<file path="src/rtl/wb_write_buffer.sv">
// Four-entry write-back buffer between the pipeline and the register file.
// Optional decode-stage bypass lookup is compiled in when WB_BYPASS_EN is defined.
module wb_write_buffer (
    input  logic        clk,
    input  logic        reset_n,
    input  logic        regWrite,
    input  logic [4:0]  rd,
    input  logic [31:0] valueToWB,
    output logic        inReady,
    output logic        wrEn,
    output logic [4:0]  wrAddr,
    output logic [31:0] wrData,
    input  logic        wrAck,
    output logic [2:0]  level,
    input  logic [4:0]  readRegister1,
    input  logic [4:0]  readRegister2,
    output logic        hit1,
    output logic        hit2,
    output logic [31:0] hitData1,
    output logic [31:0] hitData2
);

    localparam int unsigned Depth = 4;

    logic [1:0]  wr_ptr_q, wr_ptr_d;
    logic [1:0]  rd_ptr_q, rd_ptr_d;
    logic [2:0]  count_q, count_d;
    logic [4:0]  rd_mem_q   [Depth];
    logic [31:0] data_mem_q [Depth];

    logic accept;
    logic push;
    logic pop;
    logic empty;

    assign empty   = (count_q == 3'd0);
    assign inReady = (count_q != 3'(Depth));
    assign accept  = regWrite && inReady;
    // Writes to x0 are consumed but never stored.
    assign push    = accept && (rd != 5'd0);
    assign pop     = !empty && wrAck;

    always_comb begin
        wr_ptr_d = wr_ptr_q;
        rd_ptr_d = rd_ptr_q;
        count_d  = count_q;
        if (push) begin
            wr_ptr_d = wr_ptr_q + 2'd1;
        end
        if (pop) begin
            rd_ptr_d = rd_ptr_q + 2'd1;
        end
        if (push && !pop) begin
            count_d = count_q + 3'd1;
        end else if (pop && !push) begin
            count_d = count_q - 3'd1;
        end
    end

    always_ff @(posedge clk or negedge reset_n) begin
        if (!reset_n) begin
            wr_ptr_q <= 2'd0;
            rd_ptr_q <= 2'd0;
            count_q  <= 3'd0;
        end else begin
            wr_ptr_q <= wr_ptr_d;
            rd_ptr_q <= rd_ptr_d;
            count_q  <= count_d;
        end
    end

    // Storage needs no reset: every read is qualified by count_q.
    always_ff @(posedge clk) begin
        if (push) begin
            rd_mem_q[wr_ptr_q]   <= rd;
            data_mem_q[wr_ptr_q] <= valueToWB;
        end
    end

    always_comb begin
        wrEn   = !empty;
        wrAddr = 5'd0;
        wrData = 32'd0;
        if (!empty) begin
            wrAddr = rd_mem_q[rd_ptr_q];
            wrData = data_mem_q[rd_ptr_q];
        end
    end

    assign level = count_q;

`ifdef WB_BYPASS_EN
    logic [1:0] lk_idx;

    // Scan oldest to newest so the newest matching entry wins.
    always_comb begin
        hit1     = 1'b0;
        hit2     = 1'b0;
        hitData1 = 32'd0;
        hitData2 = 32'd0;
        lk_idx   = rd_ptr_q;
        for (int i = 0; i < Depth; i++) begin
            lk_idx = rd_ptr_q + 2'(i);
            if (3'(i) < count_q) begin
                if ((readRegister1 != 5'd0) && (rd_mem_q[lk_idx] == readRegister1)) begin
                    hit1     = 1'b1;
                    hitData1 = data_mem_q[lk_idx];
                end
                if ((readRegister2 != 5'd0) && (rd_mem_q[lk_idx] == readRegister2)) begin
                    hit2     = 1'b1;
                    hitData2 = data_mem_q[lk_idx];
                end
            end
        end
    end
`else
    logic unused_lookup;

    assign unused_lookup = ^{readRegister1, readRegister2};
    assign hit1          = 1'b0;
    assign hit2          = 1'b0;
    assign hitData1      = 32'd0;
    assign hitData2      = 32'd0;
`endif

endmodule
</file>
<file path="config.mk">
export PLATFORM = sky130hd
export DESIGN_NAME = wb_write_buffer
export DESIGN_NICKNAME = d
export VERILOG_FILES = /design/src/rtl/wb_write_buffer.sv
export SDC_FILE = /design/constraint.sdc
export NUM_CORES = 1
export LEC_CHECK = 0
export CORE_AREA = 5 5 134 136
export DETAILED_ROUTE_END_ITERATION = 7
export DIE_AREA = 0 0 139 141
export HOLD_SLACK_MARGIN = 0.12
export PLACE_DENSITY = 0.66
export SLEW_MARGIN = 0
export SYNTH_ARGS = -nofsm -noshare
export SYNTH_HDL_FRONTEND = slang
export SYNTH_SLANG_ARGS = --single-unit
</file>
<file path="constraint.sdc">
create_clock -name clk -period 2.8 [get_ports clk]
set_input_delay 0.84 -clock clk [delete_from_list [all_inputs] [get_ports clk]]
set_output_delay 0.84 -clock clk [all_outputs]
set_load 0.02 [all_outputs]
</file>
==> metrics, run 1 <==
Worst IR Drop VDD=0.000650 V; IO Port Bufs=82; DIE AREA=19,600 um2; Syn Std Cell Area=6500 um2; die height=141 um; P_leak=3.01 nW; R2R setup slack=430 ps; Slew Viols, Final=0; Critical Path Fanout Max=5; IO Count=159; initial antenna violation count=0; Crit path required time=1960 ps; row count=48; most frequent cells in the layout=148 x edfxtp_1, 66 x conb_1, 43 x clkdlybuf4s50_1, 37 x mux4_2, 28 x and2_4; CTS root buffer=clkbuf_16; RSZ-0062 raised after global routing=yes; ys flop type=edfxtp_1; max incr delay on CP=420 ps; Critical-path top delay cell=dfrtp_2; sequential element share of the synthesized area=0.710; first-pass GRT wire length=18,600 um; clock-pin slew of the registers on the worst-case setup and hold paths=60 ps; Hold Fails Final Rpt=0; drt wl/cell=17.1 um; vias per cell=4.47; Power Internal=6.51 mW; DRT iter0 DRCs=131; CP Data Arrival Time=1980 ps; final core occ=0.494; CTS buffer count=17; run status=complete, but fails checks; post-synthesis async set-or-reset flop share=0.0452; via count=3,097; FF-to-FF End=level[2]$_DFFE_PN0P_; met2 global-route usage=0.214; Setup crit start kind=register; Initial Util=0.387; TritonRoute pass-1 iters=4; HPWL Detailed=7120 um; most common cell after layout, fill and taps aside=edfxtp_1; Max Buffers Root-to-Sink=2; synthesis-to-layout area growth=27.8%; worst setup margin=-23.0 ps; Tot Pwr=9.46 mW; crit path to=wrData[30]; GRT busiest layer=met2; Nets=512; Clock Skew=8.19 ps; combinational power share=0.462; Reg-to-Reg Start=level[2]$_DFFE_PN0P_; met1 GRT Util=0.153; Yosys reg bits=155; Worst-Skew Late Latency=420 ps; Max Cap Violations=0; gpl congestion=0.717; layout cell share with drive strength beyond 1=0.359; cells along the critical path=buf_12 -> buf_12 -> buf_4 -> mux4_2 -> and2_4 -> buf_4; syn avg cell area=19.4 um2; clock network fraction of total power=0.202; highest clock rate=354 MHz; switch share=0.312; failing checks=setup timing; yosys synthesis warning count=0; Final Cycle Share=1.01; CTS tree=done; Cell Pwr Density=1140 nW/um2; # diodes=0; fin crit period=2820 ps; Final ANT Viol Nets=0; CP Class=reg -> out; met3 usage=0.0461; htree depth=4; switching power=2.95 mW; # fillers=1,421; Die X=139 um; hold crit path type=reg -> reg; power share of the sequential group=0.337; setup violators final=4; pin count of the biggest net entering global routing=41; clk sinks=155; GRT Total Usage=0.127; core footprint=16,800 um2; Netlist cell types=24; CTS Hold Bufs=0; number of flops mapped to enable cells by yosys=148; final routed DRC violation total=0; routed wire length=11,800 um; gr ovfl total=0; CP startpoint=rd_ptr_q[0]$_DFFE_PN0P_; vias in the first global route=3,297; instance count of the mapped netlist=336; worst reg2reg path depth=9; Crit. End Element=primary output
flip-flops by register name, indices dropped and copies added, names as in the netlist:
signal      cells
data_mem_q    128
level           3
rd_mem_q       20
rd_ptr_q        2
wr_ptr_q        2
per-stage QoR:
stage	setup WS [ps]	setup TNS (ps)	instance area [um2]	std cells	hold slack, ps
finish	-23.0	-54.3	8310	693	516
global route	-88.7	-1290	8310	693	536
CTS	-60.5	-684	8230	693	520
detailed placement	-393	-18830	7570	650	506
global placement	-328	-14050	7570	650	500
floorplan	135	0	6750	401	535
timing repair:
item	in CTS	in global routing
buffers inserted	8	0
endpoints found under the setup margin	39	31
pin swaps	0	1
cloned	3	0
gates resized for setup	194	35
logic make-up after synthesis:
group / Yosys count / share of synthesized area
compound gates: 1 / 0.00269
fa+ha+maj: 6 / 0.0127
xor+xnor: 6 / 0.00808
other cells: 1 / 0.000576
buf+inv: 81 / 0.0875
mux: 39 / 0.132
simple gates: 47 / 0.0462
flops: 155 / 0.710
how the worst min path moves through the flow:
stage	depth (start not counted)	endpoint	from
floorplan	1	wr_ptr_q[1]$_DFFE_PN0P_	wr_ptr_q[1]$_DFFE_PN0P_
global placement	1	level[2]$_DFFE_PN0P_	level[2]$_DFFE_PN0P_
detailed placement	1	level[2]$_DFFE_PN0P_	level[2]$_DFFE_PN0P_
CTS	1	level[2]$_DFFE_PN0P_	level[2]$_DFFE_PN0P_
global route	1	level[2]$_DFFE_PN0P_	level[2]$_DFFE_PN0P_
finish	1	level[2]$_DFFE_PN0P_	level[2]$_DFFE_PN0P_
layout make-up:
| cell class | instances | area, um2 | area share |
|---|---|---|---|
| flip-flops and latches | 155 | 4620 | 0.556 |
| multi-input cells | 165 | 1630 | 0.196 |
| repair buffers | 113 | 1270 | 0.153 |
| clock buffers | 20 | 437 | 0.0525 |
| well taps | 225 | 282 | 0.0339 |
| clock inverters | 12 | 57.6 | 0.00692 |
| inverters | 3 | 11.3 | 0.00135 |
critical path: cells and delay by family, from the launching register on:
kind | cells | cell delay, ps
buffers and inverters | 4 | 560
DFF | 1 | 420
muxes | 1 | 410
and+or+nand+nor | 1 | 170
power groups by stage:
stage | clock network [mW] | logic, mW | registers, mW
after CTS | 1.96 | 4.20 | 3.19
after global placement | 0 | 3.77 | 3.21
after detailed placement | 0 | 3.81 | 3.24
final | 1.91 | 4.37 | 3.19
after floorplan | 0 | 2.23 | 3.23
after global routing | 2.06 | 4.68 | 3.23
metal layers:
metal,vias up,share of wire
met1,1554,0.42
met4,0,0.014
met5,-,0
li1,1394,-
met2,131,0.49
met3,18,0.076
cell usage after synthesis, drive strengths merged (2+ instances only):
cell type,number,area (um2)
buf,73,539
mux2,2,26.3
ha,5,62.6
clkbuf,5,18.8
edfxtp,148,4440
and2,41,262
dfrtp,7,175
mux4,37,833
inv,3,11.3
xnor2,4,35.0
xor2,2,17.5
Power figures use the tool's default switching activity.
==> run 2, diff against run 1 <==
CORE_AREA = 5 5 122 124   (was 5 5 134 136)
DIE_AREA = 0 0 127 129   (was 0 0 139 141)
PLACE_DENSITY = 0.78   (was 0.66)
==> metrics, run 2 (synthesis gave the netlist of run 1 again) <==
fin crit period=2810 ps (was 2820 ps); gpl congestion=0.679 (was 0.717); first-pass GRT wire length=17,900 um (was 18,600 um); Worst Hold End=level[2]$_DFFE_PN0P_ (unchanged); Nets=520 (was 512); Hold Fails Final Rpt=0 (unchanged); initial antenna violation count=0 (unchanged); CTS root buffer=clkbuf_16 (unchanged); final routed DRC violation total=0 (unchanged); CTS buffer count=17 (unchanged); Slew Viols, Final=0 (unchanged); Critical Path Fanout Max=5 (unchanged); GRT Total Usage=0.146 (was 0.127); FF-to-FF End=level[1]$_DFFE_PN0P_ (was level[2]$_DFFE_PN0P_); gr ovfl total=0 (unchanged); Critical Path Most Common Cell=buf_6; number of flip-flops in the largest register=128 (unchanged); Final ANT Viol Nets=0 (unchanged); clock-pin slew of the registers on the worst-case setup and hold paths=60 ps (about the same); drt wl/cell=18.1 um (was 17.1 um); Hold Path Depth=1 (unchanged); met2 global-route usage=0.257 (was 0.214); synthesis-to-layout area growth=30.1% (was 27.8%); IO Port Bufs=82 (unchanged); vias per cell=4.85 (was 4.47); P_leak=3.11 nW (was 3.01 nW); Clock Skew=7.96 ps (was 8.19 ps); htree depth=4 (unchanged); met1 GRT Util=0.175 (was 0.153); worst setup margin=-10.1 ps (was -23.0 ps); vias in the first global route=3,324 (was 3,297); run status=complete, but fails checks (unchanged); Die X=127 um (was 139 um); # diodes=0 (unchanged); highest clock rate=356 MHz (was 354 MHz); R2R setup slack=540 ps (was 430 ps); clk sinks=155 (unchanged); Max Buffers Root-to-Sink=2 (unchanged); TritonRoute pass-1 iters=4 (unchanged); hold crit path type=reg -> reg (unchanged); Tot Pwr=10.0 mW (was 9.46 mW); Most flops, register=data_mem_q (unchanged); pin count of the biggest net entering global routing=41 (unchanged); # fillers=988 (was 1,421); most frequent cells in the layout=148 x edfxtp_1, 66 x conb_1, 43 x clkdlybuf4s50_1, 37 x mux4_2, 32 x buf_6 (was 148 x edfxtp_1, 66 x conb_1, 43 x clkdlybuf4s50_1, 37 x mux4_2, 28 x and2_4); setup violators final=5 (was 4); core footprint=13,700 um2 (was 16,800 um2); via count=3,181 (was 3,097); Max Cap Violations=0 (unchanged); cell total after placement=607 (was 650); Worst-Skew Late Latency=410 ps (was 420 ps); RSZ-0062 raised after global routing=yes (unchanged); die height=129 um (was 141 um); layout cell share with drive strength beyond 1=0.389 (was 0.359); Non-Filler Instances=656 (was 693); Initial Util=0.476 (was 0.387); CP Data Arrival Time=1970 ps (was 1980 ps); GRT busiest layer=met2 (unchanged); DIE AREA=16,400 um2 (was 19,600 um2); Fin Setup TNS=-33.0 ps (was -54.3 ps); cells along the critical path=buf_6 -> buf_12 -> buf_16 -> mux4_2 -> and2_4 -> buf_6 (was buf_12 -> buf_12 -> buf_4 -> mux4_2 -> and2_4 -> buf_4); Setup crit start kind=register (unchanged); max incr delay on CP=490 ps (was 420 ps); worst reg2reg path depth=7 (was 9); routed wire length=11,900 um (was 11,800 um); IO Count=159 (unchanged); Crit. End Element=primary output (unchanged); Crit path required time=1960 ps (about the same); Reg-to-Reg Start=level[0]$_DFFE_PN0P_ (was level[2]$_DFFE_PN0P_); hold wc startpoint=level[2]$_DFFE_PN0P_ (unchanged); CP Class=reg -> out (unchanged); most common cell after layout, fill and taps aside=edfxtp_1 (unchanged); failing checks=setup timing (unchanged); row count=43 (was 48); HPWL Detailed=7380 um (was 7120 um); DRT iter0 DRCs=160 (was 131); met3 usage=0.0415 (was 0.0461); Critical-path top delay cell=mux4_2 (was dfrtp_2); worst hold margin=509 ps (was 516 ps); CTS tree=done (unchanged); dpl ws=-367 ps (was -393 ps); Cell Pwr Density=1180 nW/um2 (was 1140 nW/um2); Worst IR Drop VDD=0.000875 V (was 0.000650 V); Final Cycle Share=1.00 (was 1.01)
[run 2: cell count changes in the layout (fill, tap and decap cells not counted), moves of 3 or more]
cell and change:
and2_1 -3, and2_4 +3, buf_2 -5, clkinv_1 -6, bufinv_16 +4, buf_6 +7
buf_4 +5
[run 2: how the worst max path moves through the flow]
| stage | startpoint | end | slack [ps] | cells after the start |
|---|---|---|---|---|
| global route | rd_ptr_q[0]$_DFFE_PN0P_ | wrAddr[1] | -80 | 6 |
| detailed placement | rd[0] | level[1]$_DFFE_PN0P_ | -370 | 7 |
| CTS | rd_ptr_q[0]$_DFFE_PN0P_ | wrData[10] | -100 | 4 |
| finish | rd_ptr_q[0]$_DFFE_PN0P_ | wrAddr[1] | -10 | 6 |
| global placement | rd[0] | level[1]$_DFFE_PN0P_ | -320 | 7 |
| floorplan | rd[0] | level[1]$_DFFE_PN0P_ | 140 | 6 |
[run 2: report_power, final]
group	internal (mW)	switching [mW]	total, mW
logic	2.46	2.00	4.46
registers	3.06	0.160	3.22
clock network	1.48	0.845	2.33
[run 2: repair_timing]
item	in CTS	in global routing
hold buffers	0	0
gates resized for setup	152	93
setup endpoints to repair	39	33
buffers inserted	4	13
cloned	2	0
[run 2: layout make-up]
class / instances / area (um2) / area share
clock inverters: 13 / 175 / 0.0207
repair buffers: 121 / 1360 / 0.160
well taps: 180 / 225 / 0.0266
multi-input cells: 165 / 1640 / 0.194
clock buffers: 19 / 433 / 0.0512
inverters: 3 / 11.3 / 0.00133
flip-flops and latches: 155 / 4620 / 0.546
[run 2: worst max-delay path: cells and delay by family (launching register included)]
kind          cells  cell delay, ps
mux               1             490
buf+inv           4             460
flops             1             430
simple gates      1             170
[run 2: stage by stage]
stage / cell area (um2) / util
5_1_grt: 8460 / 0.619
4_1_cts: 8080 / 0.591
3_3_place_gp: 7540 / 0.552
2_1_floorplan: 6750 / -
3_5_place_dp: 7540 / 0.552
6_report: 8460 / 0.619
[run 2: metal layers]
metal	part of all wire	wire (um)	vias to the layer above
li1	-	-	1410
met1	0.40	4730	1623
met2	0.53	6250	138
met3	0.065	774	10
met4	0.0088	104	0
met5	0	0	-
